--- config.mk ---
export PLATFORM = sky130hd
export DESIGN_NAME = instr_fetch_unit
export DESIGN_NICKNAME = d
export VERILOG_FILES = /design/src/rtl/instr_fetch_unit.sv
export SDC_FILE = /design/constraint.sdc
export NUM_CORES = 1
export LEC_CHECK = 0
export CAP_MARGIN = 20
export CORE_ASPECT_RATIO = 0.9
export CORE_MARGIN = 2
export CORE_UTILIZATION = 49
export DETAILED_ROUTE_END_ITERATION = 7
export GPL_ROUTABILITY_DRIVEN = 0
export PLACE_DENSITY = 0.8
export SLEW_MARGIN = 40
export SYNTH_ARGS = -nofsm -noshare
export SYNTH_HDL_FRONTEND = slang
export SYNTH_SLANG_ARGS = --single-unit
--- constraint.sdc ---
create_clock -name CLK -period 1.95 [get_ports CLK]
set_input_delay 0.39 -clock CLK [delete_from_list [all_inputs] [get_ports CLK]]
set_output_delay 0.39 -clock CLK [all_outputs]
set_load 0.005 [all_outputs]
--- src/rtl/instr_fetch_unit.sv ---
// Instruction fetch front-end: drives the ROM address, assembles opcode + operand bytes,
// and presents each instruction to decode with a valid/ack handshake.
module instr_fetch_unit #(
  parameter int unsigned                    ROMAddrWidth = 8,
  parameter logic [ROMAddrWidth-1:0]        RESET_VECTOR = '0
) (
  input  logic                    CLK,
  input  logic                    RESET,
  output logic [ROMAddrWidth-1:0] ROM_ADDR,
  input  logic [7:0]              ROM_DATA,
  output logic [7:0]              OPCODE,
  output logic [7:0]              OPERAND,
  output logic [ROMAddrWidth-1:0] INSTR_PC,
  output logic                    INSTR_VALID,
  input  logic                    INSTR_ACK,
  input  logic                    ACK_LEN,
  input  logic                    JUMP_EN,
  input  logic [ROMAddrWidth-1:0] JUMP_ADDR
);

  localparam logic [ROMAddrWidth-1:0] PcStep1 = ROMAddrWidth'(1);
  localparam logic [ROMAddrWidth-1:0] PcStep2 = ROMAddrWidth'(2);

  typedef enum logic [1:0] {StIssue, StOpc, StOpr, StHold} state_e;

  state_e                  state_q;
  logic [ROMAddrWidth-1:0] pc_q;
  logic [ROMAddrWidth-1:0] rom_addr_q;
  logic [ROMAddrWidth-1:0] instr_pc_q;
  logic [7:0]              opcode_q;
  logic [7:0]              operand_q;
  logic                    valid_q;

  logic [ROMAddrWidth-1:0] pc_plus1;
  logic [ROMAddrWidth-1:0] next_pc_d;

  // Sums truncate to the address width, so PC arithmetic wraps naturally.
  always_comb begin
    pc_plus1 = pc_q + PcStep1;
    if (JUMP_EN) begin
      next_pc_d = JUMP_ADDR;
    end else if (ACK_LEN) begin
      next_pc_d = pc_q + PcStep2;
    end else begin
      next_pc_d = pc_plus1;
    end
  end

  always_ff @(posedge CLK) begin
    if (RESET) begin
      state_q    <= StIssue;
      pc_q       <= RESET_VECTOR;
      rom_addr_q <= RESET_VECTOR;
      instr_pc_q <= RESET_VECTOR;
      opcode_q   <= 8'h00;
      operand_q  <= 8'h00;
      valid_q    <= 1'b0;
    end else begin
      unique case (state_q)
        StIssue: begin
          rom_addr_q <= pc_plus1;
          state_q    <= StOpc;
        end
        StOpc: begin
          opcode_q <= ROM_DATA;
          state_q  <= StOpr;
        end
        StOpr: begin
          operand_q  <= ROM_DATA;
          instr_pc_q <= pc_q;
          valid_q    <= 1'b1;
          state_q    <= StHold;
        end
        StHold: begin
          if (INSTR_ACK) begin
            valid_q    <= 1'b0;
            pc_q       <= next_pc_d;
            rom_addr_q <= next_pc_d;
            state_q    <= StIssue;
          end
        end
        default: state_q <= StIssue;
      endcase
    end
  end

  assign ROM_ADDR    = rom_addr_q;
  assign OPCODE      = opcode_q;
  assign OPERAND     = operand_q;
  assign INSTR_PC    = instr_pc_q;
  assign INSTR_VALID = valid_q;

endmodule

==> results of run 1 <==
-- worst max-delay path: stages, from the launching register on --
cell and delay (ns):
dfxtp_1 0.47, ha_1 0.31, nand3_2 0.14, nor2_1 0.22, a221oi_1 0.13, a211o_1 0.28, a31oi_1 0.17
-- kinds of logic (layout without fill, tap and decap cells) --
logic type | Yosys count | after routing
XOR/XNOR | 6 | 6
flip-flops | 43 | 43
AO/OA/AOI/OAI | 44 | 44
buffers and inverters | 24 | 83
multiplexers | 31 | 31
AND/OR/NAND/NOR | 99 | 99
adder cells (fa/ha/maj) | 6 | 6
-- state kept, by name, indices dropped and copies added, names as in the netlist --
signal,cells
OPCODE,8
pc_q,8
OPERAND,8
INSTR_PC,8
state_q,2
INSTR_VALID,1
ROM_ADDR,8
-- cell type report --
class                           instances  area share (%)
Inverter                                6           0.772
Sequential cell                        43            29.5
Timing Repair Buffer                   69            22.3
Clock inverter                          2            1.20
Tap cell                               60            2.57
Multi-Input combinational cell        186            40.8
Clock buffer                            6            2.83
-- synthesized netlist by cell type, types with 2 or more instances --
cell type,number
a21oi_1,14
a221oi_1,2
a22oi_1,2
a31oi_1,2
and2_1,2
buf_2,8
buf_4,4
clkbuf_1,6
dfxtp_1,43
ha_1,6
inv_1,4
mux2i_1,31
nand2_1,26
nand2_2,2
nand2b_1,2
nor2_1,48
nor2b_1,5
nor3_1,4
nor4_1,2
o211ai_1,2
o21ai_0,6
o21ai_1,3
xor2_1,5
-- stage by stage --
step / cells / total power [mW] / TNS [ns] / hold slack (ns) / cell area (um^2)
after global placement: 364 / 2.27 / 0 / 0.439 / 2800
final: 372 / 3.00 / 0 / 0.452 / 2920
after floorplan: 253 / 1.78 / 0 / 0.448 / 2170
after detailed placement: 364 / 2.29 / -0.0429 / 0.445 / 2800
after global routing: 372 / 3.20 / 0 / 0.492 / 2920
after CTS: 372 / 3.02 / 0 / 0.457 / 2920
-- power breakdown --
group	switching [mW]	internal [mW]	total [mW]	leakage, nW
Sequential	0.0997	1.04	1.14	0.350
Clock	0.313	0.415	0.728	0.0612
Combinational	0.543	0.595	1.14	0.710
Total	0.956	2.05	3.00	1.12
-- worst max-delay path by stage --
stage | endpoint | depth (start not counted)
floorplan | ROM_ADDR[7] | 6
global placement | ROM_ADDR[3] | 7
detailed placement | ROM_ADDR[6] | 6
CTS | ROM_ADDR[6] | 6
global route | ROM_ADDR[7] | 6
finish | ROM_ADDR[6] | 6
-- per-layer routing --
layer  share of wire, %  vias to the layer above  GRT usage (%)
li1                   -                      977              -
met1                 43                      918           31.3
met2                 48                       79           41.2
met3                7.5                       10           5.30
met4                1.3                        0           8.18
met5                  0                        -              0
==> impl_metrics.csv, run 1 <==
group,metric,value,unit
outcome,status,"finished, final reports clean",
floorplan,pin_count,54,
global_route,grt_pass1_wl,9.27,mm
yosys,syn_area_per_cell,8.57,um^2
hold_path,hold_start,"ROM_ADDR[0]",
yosys,synth_seq_area_share,39.7,%
power_and_ir_drop,static-leakage-power,1.12,nW
floorplan,start_util,52.1,%
layout,n_fill_cell,333,
clock_tree,cts_resized,0,
timing,fin_crit,1.80,ns
yosys,synthCells,253,
critical_path,arrival,2.03,ns
drt,wirelength,5.62,mm
yosys,async_flop_share,0,%
drt,drc,0,
timing,timing.final.hold_violations,0,
drt,route.detailed.wl_per_inst,15.1,um
clock_tree,htreeDepth,2,
global_route,grt_max_degree,30,
run,cap_violations,0,
global_route,gr-total-overflow,0,
global_route,grt_usage,24.6,%
floorplan,die-width,74.1,um
timing,maxSlewHeadroom,65.8,%
critical_path,rr_endpoint,"ROM_ADDR[6]",
layout,layout.nets,338,
critical_path,reg2regPathDepth,6,
global_route,antenna_found_initial,0,
drt,vias,1984,
power_and_ir_drop,ir_drop,0.000811,V
floorplan,die_h,67.1,um
yosys,synth_adder_area_share,3.46,%
hold_path,holdPathEnd,"ROM_ADDR[0]",
timing,drv_slew,0,
layout,multiInputGateArea,1190,um^2
critical_path,crit_type,"flip-flop to flip-flop",
critical_path,path_max_fanout,6,
timing,setup_slack,0.145,ns
clock_tree,cts_tree,"done",
layout,n_antenna_cell,0,
clock_tree,cts.reportedPaths.clkPinSlew,0.09,ns
yosys,yosys-top-cells-area,"dfxtp_1, mux2i_1, nor2_1",
critical_path,worstPathRequired,2.17,ns
drt,routed_via_density,5.33,
placed_design,port_buffers,53,
drt,dr.pass1.iters,5,
placed_design,hpwl,4.06,mm
yosys,synth_xor_area_share,2.42,%
hold_path,min_path_cells,2,
power_and_ir_drop,p_per_area,1030,nW/um^2
global_route,grt_pass1_vias,1939,
critical_path,startpoint,"pc_q[1]",
yosys,synthMuxAreaShare,14.3,%
floorplan,core-area,4160,um^2
floorplan,die_area,4970,um^2
yosys,ys_seq_elements,43,
yosys,synth_cell_types,47,
clock_tree,hold_buffers,0,
drt,drt_iter0_markers,253,
layout,area_growth,34.6,%
clock_tree,cts_buffers,5,
yosys,netlist.area_leader.share,39.7,%
yosys,yosys.area_share.simple,20.8,%
critical_path,worst_r2r_startpoint,"pc_q[1]",
placed_design,dp_slack,-0.0355,ns
clock_tree,worstSkewPairLatency,0.29,ns
clock_tree,post_cts_buffers,0,
drt,antenna_left,0,
critical_path,r2r_slack,0.15,ns
timing,setup_viol,0,
yosys,synth_largest_area_cell,"dfxtp_1",
hold_path,min_path_type,"flip-flop to flip-flop",
yosys,synth_compound_area_share,13.9,%
yosys,synth_edf_count,0,
critical_path,cp-end-kind,"flip-flop",
yosys,synth.cell_area,2170,um^2
layout,final_util,70.2,%
critical_path,critPathLaunchType,"flip-flop",
yosys,synth_top_family_by_area,"simple AND/OR/NAND/NOR gates",
layout,final_cell_mix,"clkdlybuf4s50_1, nor2_1, dfxtp_1",
yosys,syn-num-nets,280,
yosys,yosysWarnings,0,
timing,worst_pin_slew,0.514,ns
layout,drive_above_1_share,10.9,%
clock_tree,cts.sinks,43,
timing,skew,0.00686,ns
timing,rsz0062_at_grt,"no",
layout,regArea,861,um^2
yosys,synth_ff_type,"dfxtp_1",
layout,final_common_cell,"clkdlybuf4s50_1",
timing,layout_worst_path_cycle_share,92.6,%
clock_tree,root_buffer,"clkbuf_8",
floorplan,num_rows,22,
timing,max_freq,0.554,GHz
clock_tree,clockBufferDepth,2,
Power figures use the tool's default switching activity.
==> inputs of run 2 (changes only) <==
- GPL_ROUTABILITY_DRIVEN: 0 -> default
==> run 2 against run 1 <==
Effect of this change:
- via count is 0.96% higher
- first-iteration DRC count is 23% lower
- critical endpoint is now pc_q[6]
- sequential share of layout area is 0.29 points lower
- final cell count stayed put
- sequential power hardly changed
- clock-buffer cell count stayed put
- total power is 1.2% higher
- routed wire length is 5.3% lower
- clock power is 2% higher
- worst hold slack worse by 0.0018 ns
- setup slack better by 0.041 ns
- critical path depth stayed put
==> impl_metrics.csv, run 2 (synthesis gave the netlist of run 1 again) <==
group,metric,value,unit
outcome,status,"finished, final reports clean",
critical_path,cpMaxStageDelayCell,"dfxtp_1",
power_and_ir_drop,p_per_area,1030,nW/um^2
layout,area_growth,36.0,%
timing,max_freq,0.567,GHz
clock_tree,cts.reportedPaths.clkPinSlew,0.09,ns
critical_path,crit_chain,"ha_1 -> nand3_2 -> nor2_1 -> xor2_1 -> a221oi_1 -> nor3_1",
clock_tree,root_buffer,"clkbuf_8",
drt,routed_via_density,5.38,
power_and_ir_drop,internal-power,2.07,mW
drt,antenna_left,0,
timing,fin_crit,1.76,ns
placed_design,dp_slack,-0.00436,ns
power_and_ir_drop,static-leakage-power,1.13,nW
power_and_ir_drop,power,3.04,mW
timing,drv_slew,0,
layout,final_common_cell,"clkdlybuf4s50_1",
power_and_ir_drop,comb_power_share,38.2,%
timing,maxSlewHeadroom,64.8,%
hold_path,min_path_type,"flip-flop to flip-flop",
timing,layout_worst_path_cycle_share,90.5,%
clock_tree,worstSkewPairLatency,0.31,ns
critical_path,cpPeakStageDelay,0.46,ns
global_route,grt_pass1_wl,8.82,mm
critical_path,worstPathRequired,2.15,ns
global_route,grt_max_degree,33,
layout,drive_above_1_share,10.9,%
timing,setup_slack,0.186,ns
layout,layout.nets,338,
clock_tree,post_cts_buffers,0,
clock_tree,cts_buffers,5,
timing,skew,0.00952,ns
power_and_ir_drop,switching_share,31.9,%
global_route,grt_usage,23.6,%
critical_path,path_max_fanout,6,
floorplan,pin_count,54,
global_route,grt_pass1_vias,1904,
clock_tree,cts_tree,"done",
global_route,antenna_found_initial,0,
clock_tree,clockBufferDepth,2,
drt,vias,2003,
critical_path,critPathLaunchType,"flip-flop",
drt,drc,0,
layout,n_fill_cell,354,
floorplan,die-width,74.1,um
floorplan,start_util,52.1,%
power_and_ir_drop,clkPwrFrac,24.5,%
critical_path,path_buf_inv,0,
drt,route.detailed.wl_per_inst,14.3,um
clock_tree,hold_buffers,0,
layout,final_cell_mix,"clkdlybuf4s50_1, nor2_1, dfxtp_1",
timing,rsz0062_at_grt,"no",
layout,final_util,70.9,%
power_and_ir_drop,ir_drop,0.000894,V
floorplan,die_area,4970,um^2
timing,worst_pin_slew,0.528,ns
critical_path,crit_type,"flip-flop to flip-flop",
placed_design,routabilityCongestion,0.931,
run,cap_violations,0,
floorplan,die_h,67.1,um
clock_tree,htreeDepth,2,
power_and_ir_drop,p_sw,968,uW
power_and_ir_drop,power_frac_seq,37.3,%
critical_path,cp-end-kind,"flip-flop",
clock_tree,cts.sinks,43,
timing,setup_viol,0,
drt,wirelength,5.32,mm
placed_design,port_buffers,53,
drt,dr.pass1.iters,5,
floorplan,num_rows,22,
drt,drt_iter0_markers,195,
placed_design,hpwl,3.91,mm
critical_path,arrival,1.96,ns
global_route,gr-total-overflow,0,
timing,timing.final.hold_violations,0,
layout,n_antenna_cell,0,
clock_tree,cts_resized,0,
critical_path,crit_family,"flip-flops",
floorplan,core-area,4160,um^2
-- run 2: cell types whose count changed in the layout (fill, tap and decap cells not counted) --
cell,change
buf_4,-2
inv_6,+1
clkinv_2,-1
buf_12,+2
-- run 2: metal layers --
metal | global-route usage, % | wire (um) | vias up
met1 | 30.6 | 2440 | 935
li1 | - | - | 981
met3 | 7.72 | 434 | 8
met4 | 9.77 | 62 | 0
met5 | 0 | 0 | -
met2 | 35.7 | 2390 | 79
-- run 2: power by group through the flow --
stage / sequential [mW] / clock (mW) / combinational, mW
floorplan: 1.15 / 0 / 0.623
global placement: 1.15 / 0 / 1.14
detailed placement: 1.15 / 0 / 1.16
CTS: 1.13 / 0.757 / 1.17
global route: 1.15 / 0.794 / 1.28
finish: 1.13 / 0.745 / 1.16
-- run 2: path summary, 6_finish.rpt --
kind | startpoint | to | slack [ns] | cells after the start
worst max-delay path | pc_q[1] | pc_q[6] | 0.19 | 6
worst min-delay path | ROM_ADDR[0] | ROM_ADDR[0] | 0.45 | 2
worst max register to register | pc_q[1] | pc_q[6] | 0.19 | 6
worst min register to register | ROM_ADDR[0] | ROM_ADDR[0] | 0.45 | 2
-- run 2: stage by stage --
| stage | instances | TNS, ns | hold WS [ns] | instance area, um^2 |
|---|---|---|---|---|
| 4_1_cts | 372 | 0 | 0.453 | 2950 |
| 3_3_place_gp | 364 | 0 | 0.437 | 2830 |
| 5_1_grt | 372 | 0 | 0.475 | 2950 |
| 6_report | 372 | 0 | 0.450 | 2950 |
| 3_5_place_dp | 364 | -0.00436 | 0.442 | 2830 |
| 2_1_floorplan | 253 | 0 | 0.448 | 2170 |
-- run 2: worst register-to-register path, delay by kind of cell, from the launching register on --
family          cells  cell delay (ns)
fa+ha+maj           1             0.30
xor+xnor            1             0.12
flops               1             0.46
compound gates      1             0.34
simple gates        3             0.43
-- run 2: final cells by class --
class                   instances  area [um^2]  area share, %
clock buffers                   6         82.6           2.80
clock inverters                 2         38.8           1.32
inverters                       6         22.5          0.764
multi-input cells             186         1190           40.4
flip-flops and latches         43          861           29.2
well taps                      60         75.1           2.55
repair buffers                 69          676           22.9
